**src/rtl/gate_unit_pkg.sv**
```systemverilog
// Shared definitions for gate_unit: op codes, self-test state encoding and the
// reference truth table used by the built-in self-test.
package gate_unit_pkg;

  localparam logic [2:0] OP_NAND = 3'b000;
  localparam logic [2:0] OP_AND  = 3'b001;
  localparam logic [2:0] OP_OR   = 3'b010;
  localparam logic [2:0] OP_NOR  = 3'b011;
  localparam logic [2:0] OP_XOR  = 3'b100;
  localparam logic [2:0] OP_XNOR = 3'b101;
  localparam logic [2:0] OP_NOTA = 3'b110;
  localparam logic [2:0] OP_PASS = 3'b111;

  typedef enum logic [1:0] {
    ST_IDLE = 2'd0,
    ST_RUN  = 2'd1,
    ST_DONE = 2'd2
  } st_state_t;

  // Bit {op, a_bit, b_bit} holds the expected single-bit result of that op.
  localparam logic [31:0] TRUTH_TABLE = 32'hC396_1E87;

endpackage

```
**src/rtl/gate_unit_core.sv**
```systemverilog
// Purely combinational bitwise gate, shared by the datapath and the self-test.
module gate_unit_core
  import gate_unit_pkg::*;
#(
  parameter int WIDTH = 8
) (
  input  logic [WIDTH-1:0] a,
  input  logic [WIDTH-1:0] b,
  input  logic [2:0]       op,
  output logic [WIDTH-1:0] y
);

  always_comb begin
    y = '0;
    case (op)
      OP_NAND: y = ~(a & b);
      OP_AND:  y = a & b;
      OP_OR:   y = a | b;
      OP_NOR:  y = ~(a | b);
      OP_XOR:  y = a ^ b;
      OP_XNOR: y = ~(a ^ b);
      OP_NOTA: y = ~a;
      OP_PASS: y = a;
      default: y = '0;
    endcase
  end

endmodule

```
**src/rtl/gate_unit.sv**
```systemverilog
// Registered bitwise gate unit with valid/ready handshakes on both sides.
// Optional built-in self-test (ports st_*) is compiled in with GATE_UNIT_SELFTEST_EN.
module gate_unit
  import gate_unit_pkg::*;
#(
  parameter int WIDTH = 8
) (
  input  logic             clk,
  input  logic             rst,
  input  logic [WIDTH-1:0] a,
  input  logic [WIDTH-1:0] b,
  input  logic [2:0]       op,
  input  logic             in_valid,
  output logic             in_ready,
  output logic [WIDTH-1:0] c,
  output logic             out_valid,
  input  logic             out_ready
`ifdef GATE_UNIT_SELFTEST_EN
  ,
  input  logic             st_start,
  output logic             st_busy,
  output logic             st_done,
  output logic             st_pass
`endif
);

  // Handshake: a beat moves on a rising edge when valid and ready are both 1;
  // valid never depends on ready, ready may depend on the downstream ready.
  logic [WIDTH-1:0] core_a;
  logic [WIDTH-1:0] core_b;
  logic [2:0]       core_op;
  logic [WIDTH-1:0] core_y;
  logic             transfer;
  logic             consume;

  gate_unit_core #(.WIDTH(WIDTH)) u_core (
    .a  (core_a),
    .b  (core_b),
    .op (core_op),
    .y  (core_y)
  );

  assign transfer = in_valid && in_ready;
  assign consume  = out_valid && out_ready;

  always_ff @(posedge clk or posedge rst) begin
    if (rst) begin
      c         <= '0;
      out_valid <= 1'b0;
    end else if (transfer) begin
      c         <= core_y;
      out_valid <= 1'b1;
    end else if (consume) begin
      out_valid <= 1'b0;
    end
  end

`ifdef GATE_UNIT_SELFTEST_EN
  st_state_t  st_state;
  logic [4:0] st_cnt;
  logic       st_flag;
  logic       st_ok;

  // During RUN the core sees the counter bits replicated across the word.
  assign core_a  = (st_state == ST_RUN) ? {WIDTH{st_cnt[1]}} : a;
  assign core_b  = (st_state == ST_RUN) ? {WIDTH{st_cnt[0]}} : b;
  assign core_op = (st_state == ST_RUN) ? st_cnt[4:2] : op;
  assign st_ok   = (core_y == {WIDTH{TRUTH_TABLE[st_cnt]}});
  assign in_ready = (!out_valid || out_ready) && !st_busy;

  always_ff @(posedge clk or posedge rst) begin
    if (rst) begin
      st_state <= ST_IDLE;
      st_cnt   <= '0;
      st_flag  <= 1'b0;
      st_busy  <= 1'b0;
      st_done  <= 1'b0;
      st_pass  <= 1'b0;
    end else begin
      case (st_state)
        ST_IDLE: begin
          st_done <= 1'b0;
          if (st_start && !out_valid && !in_valid) begin
            st_state <= ST_RUN;
            st_cnt   <= '0;
            st_flag  <= 1'b1;
            st_busy  <= 1'b1;
            st_pass  <= 1'b0;
          end
        end
        ST_RUN: begin
          st_flag <= st_flag && st_ok;
          st_cnt  <= st_cnt + 5'd1;
          if (st_cnt == 5'd31) begin
            st_state <= ST_DONE;
            st_done  <= 1'b1;
            st_pass  <= st_flag && st_ok;
          end
        end
        ST_DONE: begin
          st_state <= ST_IDLE;
          st_done  <= 1'b0;
          st_busy  <= 1'b0;
        end
        default: st_state <= ST_IDLE;
      endcase
    end
  end
`else
  assign core_a   = a;
  assign core_b   = b;
  assign core_op  = op;
  assign in_ready = !out_valid || out_ready;
`endif

endmodule

```
**config.mk**
```make
export PLATFORM = sky130hd
export DESIGN_NAME = gate_unit
export DESIGN_NICKNAME = d
export VERILOG_FILES = /design/src/rtl/gate_unit_pkg.sv /design/src/rtl/gate_unit_core.sv /design/src/rtl/gate_unit.sv
export SDC_FILE = /design/constraint.sdc
export NUM_CORES = 1
export LEC_CHECK = 0
export CORE_UTILIZATION = 65
export CTS_BUF_LIST = sky130_fd_sc_hd__clkbuf_4 sky130_fd_sc_hd__clkbuf_8
export CTS_CLUSTER_DIAMETER = 50
export DETAILED_ROUTE_END_ITERATION = 8
export DONT_BUFFER_PORTS = 1
export GPL_ROUTABILITY_DRIVEN = 0
export MAX_ROUTING_LAYER = met4
export PLACE_DENSITY_LB_ADDON = 0.25
export REMOVE_ABC_BUFFERS = 1
export SETUP_SLACK_MARGIN = 0.15
export SYNTH_ARGS = -nofsm -noshare
export SYNTH_HDL_FRONTEND = slang
export SYNTH_SLANG_ARGS = --single-unit
```
**constraint.sdc**
```tcl
create_clock -name clk -period 1.5 [get_ports clk]
set_clock_uncertainty 0.05 [all_clocks]
set_input_delay 0.15 -clock clk [delete_from_list [all_inputs] [get_ports clk]]
set_output_delay 0.15 -clock clk [all_outputs]
set_load 0.05 [all_outputs]
```
After elaboration in Yosys (flattened, before gate mapping) --
Cells that the tools add are included.
Storage, ports and cells: flip-flop bits (word level) 9, latch bits 0, ROM bits 0, memories kept 0, RAM bits 0
Operators by class: div/mod/pow operators 0, mux-type cells 3, multipliers 0, add/sub/neg operators 0, bitwise logic cells 7, reductions and logical operators 6, order comparisons 0, equal/unequal tests 7, shift operators 0
Operator list (number):
- one-hot mux 8 bit (8 select lines) | 1
- inverter 8 bit | 4
- == test 3 bit, second input constant | 4
- AND 8 bit | 1
- bitwise OR 8 bit | 1
- bitwise XOR 8 bit | 1
- == test 3 x 2 -> 1 bit, second input constant | 2
- == test 3 x 1 -> 1 bit, second input constant | 1
- logical NOT 3 bit | 1
- logical AND 1 bit | 2
- 2-to-1 mux 1 bit | 2
- nonzero test 2 bit | 1
- logical NOT 1 bit | 1
- logical OR 1 bit | 1

Logic depth before layout (Yosys ltp) --
Gate-level depths: netlist of run 1.
word-level depth 4, depth in mapped cells 6, gate-level depth less buffers 6

By module --
Synthesis of run 1 repeated with hierarchy kept, for this count alone.
Unflattened totals: cells, all modules 80, area total of the unflattened synthesis 955.9 sq um
By module, submodules not included:
- gate_unit_core | area each 566.8 sq um, cells each 59, seq. area each 0.0 sq um, instances 1
- gate_unit | area each 389.1 sq um, cells each 21, seq. area each 225.2 sq um, instances 1

Worst setup path before layout of run 1 --
Ideal clock, no wire load.
path kind flip-flop to flip-flop, start register out_valid, end register c[1], slack -478 ps, cell stages (with the launch flop) 6, required time 1375 ps, clock period less this slack 1978 ps, path buffers 1, arrival 1853 ps, cells stage by stage dfrtp_1 > nand2b_1 > nand2_1 > clkbuf_1 > nand2_1 > o21ai_2
On the way: word-level cells in the longest chain between the ends 3
RTL lines:
- start, declared | line gate_unit.sv:16 | output logic out_valid,
- start signal, assigned | line gate_unit.sv:49 | out_valid <= 1'b0;
- start signal, assigned | line gate_unit.sv:52 | out_valid <= 1'b1;
- start signal, assigned | line gate_unit.sv:54 | out_valid <= 1'b0;
- logical NOT 1 bit | line gate_unit.sv:113 | assign in_ready = !out_valid || out_ready;
- logical OR 1 bit | line gate_unit.sv:113
- named net in_ready | line gate_unit.sv:14 | output logic in_ready,
- logical AND 1 bit | line gate_unit.sv:43 | assign transfer = in_valid && in_ready;
- end signal, assigned | line gate_unit.sv:51 | c <= core_y;
- end, declared | line gate_unit.sv:15 | output logic [WIDTH-1:0] c,
The timed path passes the listed nets, and every way through them passes these cells. A chain may end at the register's enable or synchronous reset.

Final worst setup path of run 1 --
start register out_valid, end register c[3]
On the way: word-level cells in the longest chain between the ends 3
RTL lines (line):
- logical NOT 1 bit | gate_unit.sv:113
- logical OR 1 bit | gate_unit.sv:113
- logical AND 1 bit | gate_unit.sv:43
No other way between the ends.

==> flow_summary_export.csv, run 1 <==
group,metric,value,unit
clock_network,htree_levels,1,
timing,period_share,81.6,%
floorplan,dieArea,1640,um2
detailed_routing,ant_nets,0,
pwr,pwr-share-clk,22.1,%
worst_setup_path,crit_buf_inv,1,
detailed_routing,vias,698,
worst_setup_path,rr_endpoint,"c[3]",
detailed_routing,drt_first_iter_violations,10,
worst_setup_path,path_common_cell,"nand2_1",
global_routing,grt_pass1_vias,581,
global_routing,grt_max_degree,16,
worst_setup_path,required,1580,ps
clock_network,cts_made_buffers,3,
final_layout,nNetsFinal,149,
final_layout,diodes,0,
yosys,syn_avg_cell_area,9.43,um2
floorplan,die_y,40.5,um
timing,timing_max_transition_violations_final,0,
pwr,ir_drop,0.474,mV
global_routing,grt_overflow,0,
timing,tightest_slew,491,ps
timing,rsz0062_at_grt,"false",
final_layout,syn2layout_area_growth,8.32,%
timing,setup_viol,0,
place,place_ws,145,ps
clock_network,clkSinkCount,9,
final_layout,fin_util,78.1,%
global_routing,grt_pass1_wl,2.28,mm
floorplan,die_w,40.5,um
worst_setup_path,ff2ff_path_depth,5,
detailed_routing,via_per_inst,5.63,
worst_setup_path,end_kind,"flip-flop",
detailed_routing,first_pass_iters,4,
floorplan,io_pins,33,
worst_setup_path,slowest_delay,380,ps
place,dpl_cell_area,992,um2
run_status,status,"completed",
final_layout,layout-drive-gt1-share,19.3,%
pwr,comb_power_share,35.7,%
worst_setup_path,cp_num_cells,5,
global_routing,grt.total_usage,21.2,%
yosys,synthesis.area,962,um2
detailed_routing,wl_per_cell,13.1,um
clock_network,insertion_delay,250,ps
worst_setup_path,crit_slowest_cell,"dfrtp_1",
yosys,synth_warnings,0,
timing,hold_viol_final,0,
timing,timing.final.crit_period,1220,ps
yosys,synth.distinct_cells,20,
detailed_routing,wl,1.63,mm
pwr,powerDensity,861,nW/um2
worst_setup_path,crit_path_max_fanout,9,
yosys,synth_area_leaders,"dfrtp_1 23%, ha_1 21%, mux4_2 14%, inv_1 9.0%, xor2_1 7.3%",
worst_setup_path,regToRegSetupSlack,280,ps
timing,slew_headroom,67.3,%
timing,fmax,817,MHz
clock_network,clkSlewWorstSetupHoldPaths,60,ps
pwr,power.leakage,0.563,nW
place,dp_hpwl,1.32,mm
worst_setup_path,startpoint_type,"flip-flop",
worst_setup_path,critPathArrivalTime,1310,ps
clock_network,cts_setup_buffers,0,
worst_setup_path,critPathLaunch,"out_valid",
worst_setup_path,path_cells,"nand2b_1 -> nand2_1 -> buf_4 -> nand2_1 -> o21ai_2",
floorplan,initial_core_util,72.1,%
detailed_routing,drc,0,
yosys,yosysTopAreaCell,"dfrtp_1",
job,maxCapViolCount,0,
pwr,p_sw,0.000360,W
clock_network,cts_tree,"yes",
worst_setup_path,crit_family,"simple AND/OR/NAND/NOR gates",
worst_setup_path,crit_type,"reg -> reg",
final_layout,fillers,86,
floorplan,num_rows,13,
place,numPortBuffers,0,
yosys,ys_seq_area_share,23.4,%
pwr,internal_power,0.000538,W
yosys,synth_cells,102,
worst_setup_path,r2r_start,"out_valid",
global_routing,antenna_found_initial,0,
worst_setup_path,cp-endpoint,"c[3]",
worst_hold_path,hold_class,"in -> reg",
floorplan,core_area,1330,um2
clock_network,cts_max_path_buffers,2,
yosys,synth_seq_cells,9,
pwr,p_sw_share,40.1,%
timing,setup_slack,276,ps
pwr,seqPwrFrac,42.3,%
yosys,synth_top_area_share,23.4,%
final_layout,postLayoutCellArea,1040,um2
clock_network,root_buffer,"clkbuf_4",
==> per-layer routing <==
metal | vias up | GRT usage [%] | part of all wire [%]
li1 | 352 | - | -
met5 | - | - | 0
met2 | 19 | 37.3 | 51
met1 | 327 | 24.9 | 43
met3 | 0 | 3.33 | 6.0
met4 | 0 | 5.00 | 0
==> state kept, by name (all words and copies together), names as in the netlist <==
| name | cells |
|---|---|
| out_valid | 1 |
| c | 8 |
==> cell type report <==
class | instances | area [um2] | share of cell area (%)
flip-flops and latches | 9 | 225 | 21.6
inverters | 23 | 86.3 | 8.28
repair buffers | 9 | 72.6 | 6.96
multi-input cells | 64 | 609 | 58.5
well taps | 15 | 18.8 | 1.80
clock buffers | 4 | 30.0 | 2.88
==> logic make-up after synthesis <==
| logic type | after synthesis | share of synthesized area, % |
|---|---|---|
| compound gates | 20 | 13.5 |
| xor+xnor | 8 | 7.28 |
| fa+ha+maj | 16 | 20.8 |
| buf+inv | 29 | 13.3 |
| flops | 9 | 23.4 |
| mux | 8 | 16.4 |
| simple gates | 12 | 5.33 |
==> how the worst min path moves through the flow <==
stage	from	endpoint	slack, ps	depth (start not counted)
after floorplan	rst	c[0]	-70	1
after global placement	rst	c[2]	-40	1
after detailed placement	rst	c[6]	-40	1
after CTS	op[0]	c[6]	30	2
after global routing	op[0]	c[0]	30	2
final	op[0]	c[4]	40	2
==> power groups by stage <==
stage	registers, W	logic [W]	clock network, W
final	0.000379	0.000320	0.000198
after CTS	0.000381	0.000323	0.000205
after floorplan	0.000463	0.000162	0
after detailed placement	0.000385	0.000318	0
after global placement	0.000383	0.000305	0
after global routing	0.000385	0.000353	0.000215
==> what timing repair did <==
item	4_1_cts	5_1_grt
endpoints found under the hold margin	10	0
endpoints found under the setup margin	0	0
hold buffers	2	0
gates resized for setup	0	0
==> layout by cell type, fill, tap and decap left out <==
master | netlist | routed
o211ai_1 | 4 | 4
nor2_1 | 1 | 1
a22o_1 | 2 | 2
o21ai_0 | 2 | 2
nor3_1 | 1 | 1
inv_1 | 23 | 23
mux2_2 | 2 | 2
ha_1 | 16 | 16
dlygate4sd3_1 | 0 | 2
dfrtp_1 | 9 | 9
a21oi_1 | 4 | 4
nand2_1 | 8 | 8
xor2_1 | 8 | 8
o21ai_1 | 4 | 4
a211oi_1 | 2 | 2
mux4_2 | 6 | 6
buf_4 | 0 | 7
o21ai_2 | 2 | 2
clkbuf_4 | 0 | 4
nand2b_1 | 2 | 2
==> per-stage QoR <==
step / hold slack [ps] / TNS, ps / cells / total power [W]
floorplan: -72.1 / -2920 / 96 / 0.000625
global placement: -38.9 / 0 / 118 / 0.000688
detailed placement: -40.5 / 0 / 118 / 0.000702
CTS: 31.3 / 0 / 124 / 0.000908
global route: 34.4 / 0 / 124 / 0.000952
finish: 36.4 / 0 / 124 / 0.000897
==> synth_stat cells <==
master and number:
a211oi_1 2, a21oi_1 4, a22o_1 2, buf_2 3, buf_6 2, clkbuf_1 1
dfrtp_1 9, ha_1 16, inv_1 23, mux2_2 2, mux4_2 6, nand2_1 8
nand2b_1 2, nor2_1 1, nor3_1 1, o211ai_1 4, o21ai_0 2, o21ai_1 4
o21ai_2 2, xor2_1 8
Note: power is estimated with default switching activity, not from simulation.
==> run 2, diff against run 1 <==
CORE_UTILIZATION = 59   (was 65)
clock period = 1.05 ns   (was 1.5 ns; I/O delays follow)
==> flow_summary_export.csv, run 2 (same netlist as run 1, synthesis figures left out) <==
group,metric,value,unit
timing,hold_viol_final,2,
clock_network,htree_levels,1,
timing,timing_max_transition_violations_final,0,
worst_setup_path,critPathArrivalTime,1070,ps
timing,slew_headroom,67.3,%
detailed_routing,wl_per_cell,25.3,um
timing,tightest_slew,486,ps
timing,fmax,819,MHz
final_layout,mostFrequentLayoutCells,"13 x buf_6, 11 x buf_4, 10 x ha_1",
timing,timing.final.crit_period,1220,ps
clock_network,root_buffer,"clkbuf_4",
worst_setup_path,end_kind,"primary output",
detailed_routing,via_per_inst,6.64,
global_routing,grt.total_usage,37.5,%
final_layout,top_register,"c",
worst_setup_path,crit_path_max_fanout,2,
timing,setup_slack,-172,ps
floorplan,num_rows,14,
place,dpl_cell_area,1050,um2
clock_network,insertion_delay,280,ps
floorplan,initial_core_util,63.9,%
final_layout,layout-drive-gt1-share,55.9,%
worst_setup_path,slowest_delay,420,ps
final_layout,largest_reg_flops,8,
final_layout,diodes,0,
final_layout,final_common_cell,"buf_6",
worst_setup_path,rr_endpoint,"c[7]",
floorplan,die_y,42.4,um
worst_setup_path,ff2ff_path_depth,5,
place,dp_hpwl,1.49,mm
floorplan,dieArea,1800,um2
global_routing,grt_pass1_vias,894,
final_layout,postLayoutCellArea,1400,um2
worst_setup_path,required,890,ps
worst_setup_path,crit_slowest_cell,"dfrtp_1",
worst_setup_path,crit_type,"reg -> out",
worst_setup_path,cp-endpoint,"in_ready",
job,maxCapViolCount,0,
worst_setup_path,r2r_start,"out_valid",
clock_network,cts_made_buffers,3,
floorplan,io_pins,33,
final_layout,nNetsFinal,167,
global_routing,antenna_found_initial,0,
clock_network,clkSinkCount,9,
timing,period_share,116,%
final_layout,syn2layout_area_growth,45.8,%
worst_setup_path,startpoint_type,"flip-flop",
pwr,powerDensity,1230,nW/um2
timing,rsz0062_at_grt,"true",
timing,setup_viol,11,
worst_setup_path,path_cells,"nand2b_1 -> buf_6",
clock_network,cts_max_path_buffers,2,
run_status,violations,"negative hold slack, negative setup slack",
clock_network,cts_tree,"yes",
place,numPortBuffers,0,
global_routing,grt_max_degree,16,
detailed_routing,ant_nets,0,
worst_hold_path,hold_class,"in -> reg",
floorplan,core_area,1510,um2
worst_setup_path,critPathLaunch,"out_valid",
floorplan,die_w,42.4,um
pwr,ir_drop,0.854,mV
detailed_routing,drt_first_iter_violations,34,
detailed_routing,first_pass_iters,6,
global_routing,grt_overflow,0,
final_layout,fillers,48,
final_layout,fin_util,93.1,%
timing,holdWs,-31.5,ps
pwr,power.leakage,0.661,nW
clock_network,clkSlewWorstSetupHoldPaths,70,ps
global_routing,grt_pass1_wl,4.51,mm
detailed_routing,drc,0,
final_layout,largestRegisters,"c (8), out_valid (1)",
detailed_routing,wl,3.62,mm
detailed_routing,vias,949,
worst_setup_path,regToRegSetupSlack,-170,ps
run_status,status,"complete, but fails checks",
## run 2: cell types whose count changed in the layout (fill, tap and decap cells not counted), moves of 4 or more
cell,change
inv_1,-18
ha_4,+6
inv_2,+6
ha_1,-6
nand2_1,-4
inv_4,+6
buf_6,+13
buf_4,+4
nand2_2,+4
## run 2: how the worst min path moves through the flow
stage,slack (ps),end,depth (start not counted),from
floorplan,-120,c[0],1,rst
global placement,-80,c[3],1,rst
detailed placement,-80,c[1],1,rst
CTS,7,c[0],2,op[0]
global route,-30,c[3],2,op[0]
finish,-30,c[3],2,op[0]
## run 2: critical path: cells and delay by family, from the launching register on
kind          cells  cell delay, ps
flops             1             420
simple gates      1             180
buf+inv           1             190
## run 2: what timing repair did
action | in CTS | in global routing
endpoints found under the setup margin | 19 | 19
buffers inserted | 5 | 4
hold endpoints to repair | 11 | 0
pin swaps | 24 | 6
resized for setup | 64 | 4
hold buffers | 3 | 0
## run 2: area by class of cell
cell class	count	area (um2)	area share (%)
clock buffer	4	30.0	2.14
inverter	23	144	10.3
multi-input combinational	64	724	51.7
sequential	9	225	16.1
tap	16	20.0	1.43
timing repair buffer	27	259	18.5
## run 2: where the power goes
| part | internal (W) | switching, W | leakage (nW) |
|---|---|---|---|
| Sequential | 0.000407 | 0.0000577 | 0.109 |
| Combinational | 0.000411 | 0.000506 | 0.534 |
| Clock | 0.000173 | 0.000172 | 0.0184 |
## run 2: metrics by stage
stage          hold slack, ps  std cells  setup TNS (ps)  setup slack [ps]  total power (W)
3_5_place_dp            -77.5        127           -1880              -300          0.00107
3_3_place_gp            -76.8        127           -1450              -217          0.00104
4_1_cts                  7.37        139            -199             -51.1          0.00153
6_report                -31.5        143           -1210              -172          0.00173
2_1_floorplan            -117         96           -6970              -913         0.000893
5_1_grt                 -32.8        143           -1410              -201          0.00177
## run 2: layer usage
metal | vias up | track usage, % | wire [um]
li1 | 385 | - | -
met1 | 454 | 38.2 | 1260
met2 | 82 | 64.6 | 1820
met3 | 28 | 8.19 | 271
met4 | 0 | 23.1 | 271
met5 | - | - | 0
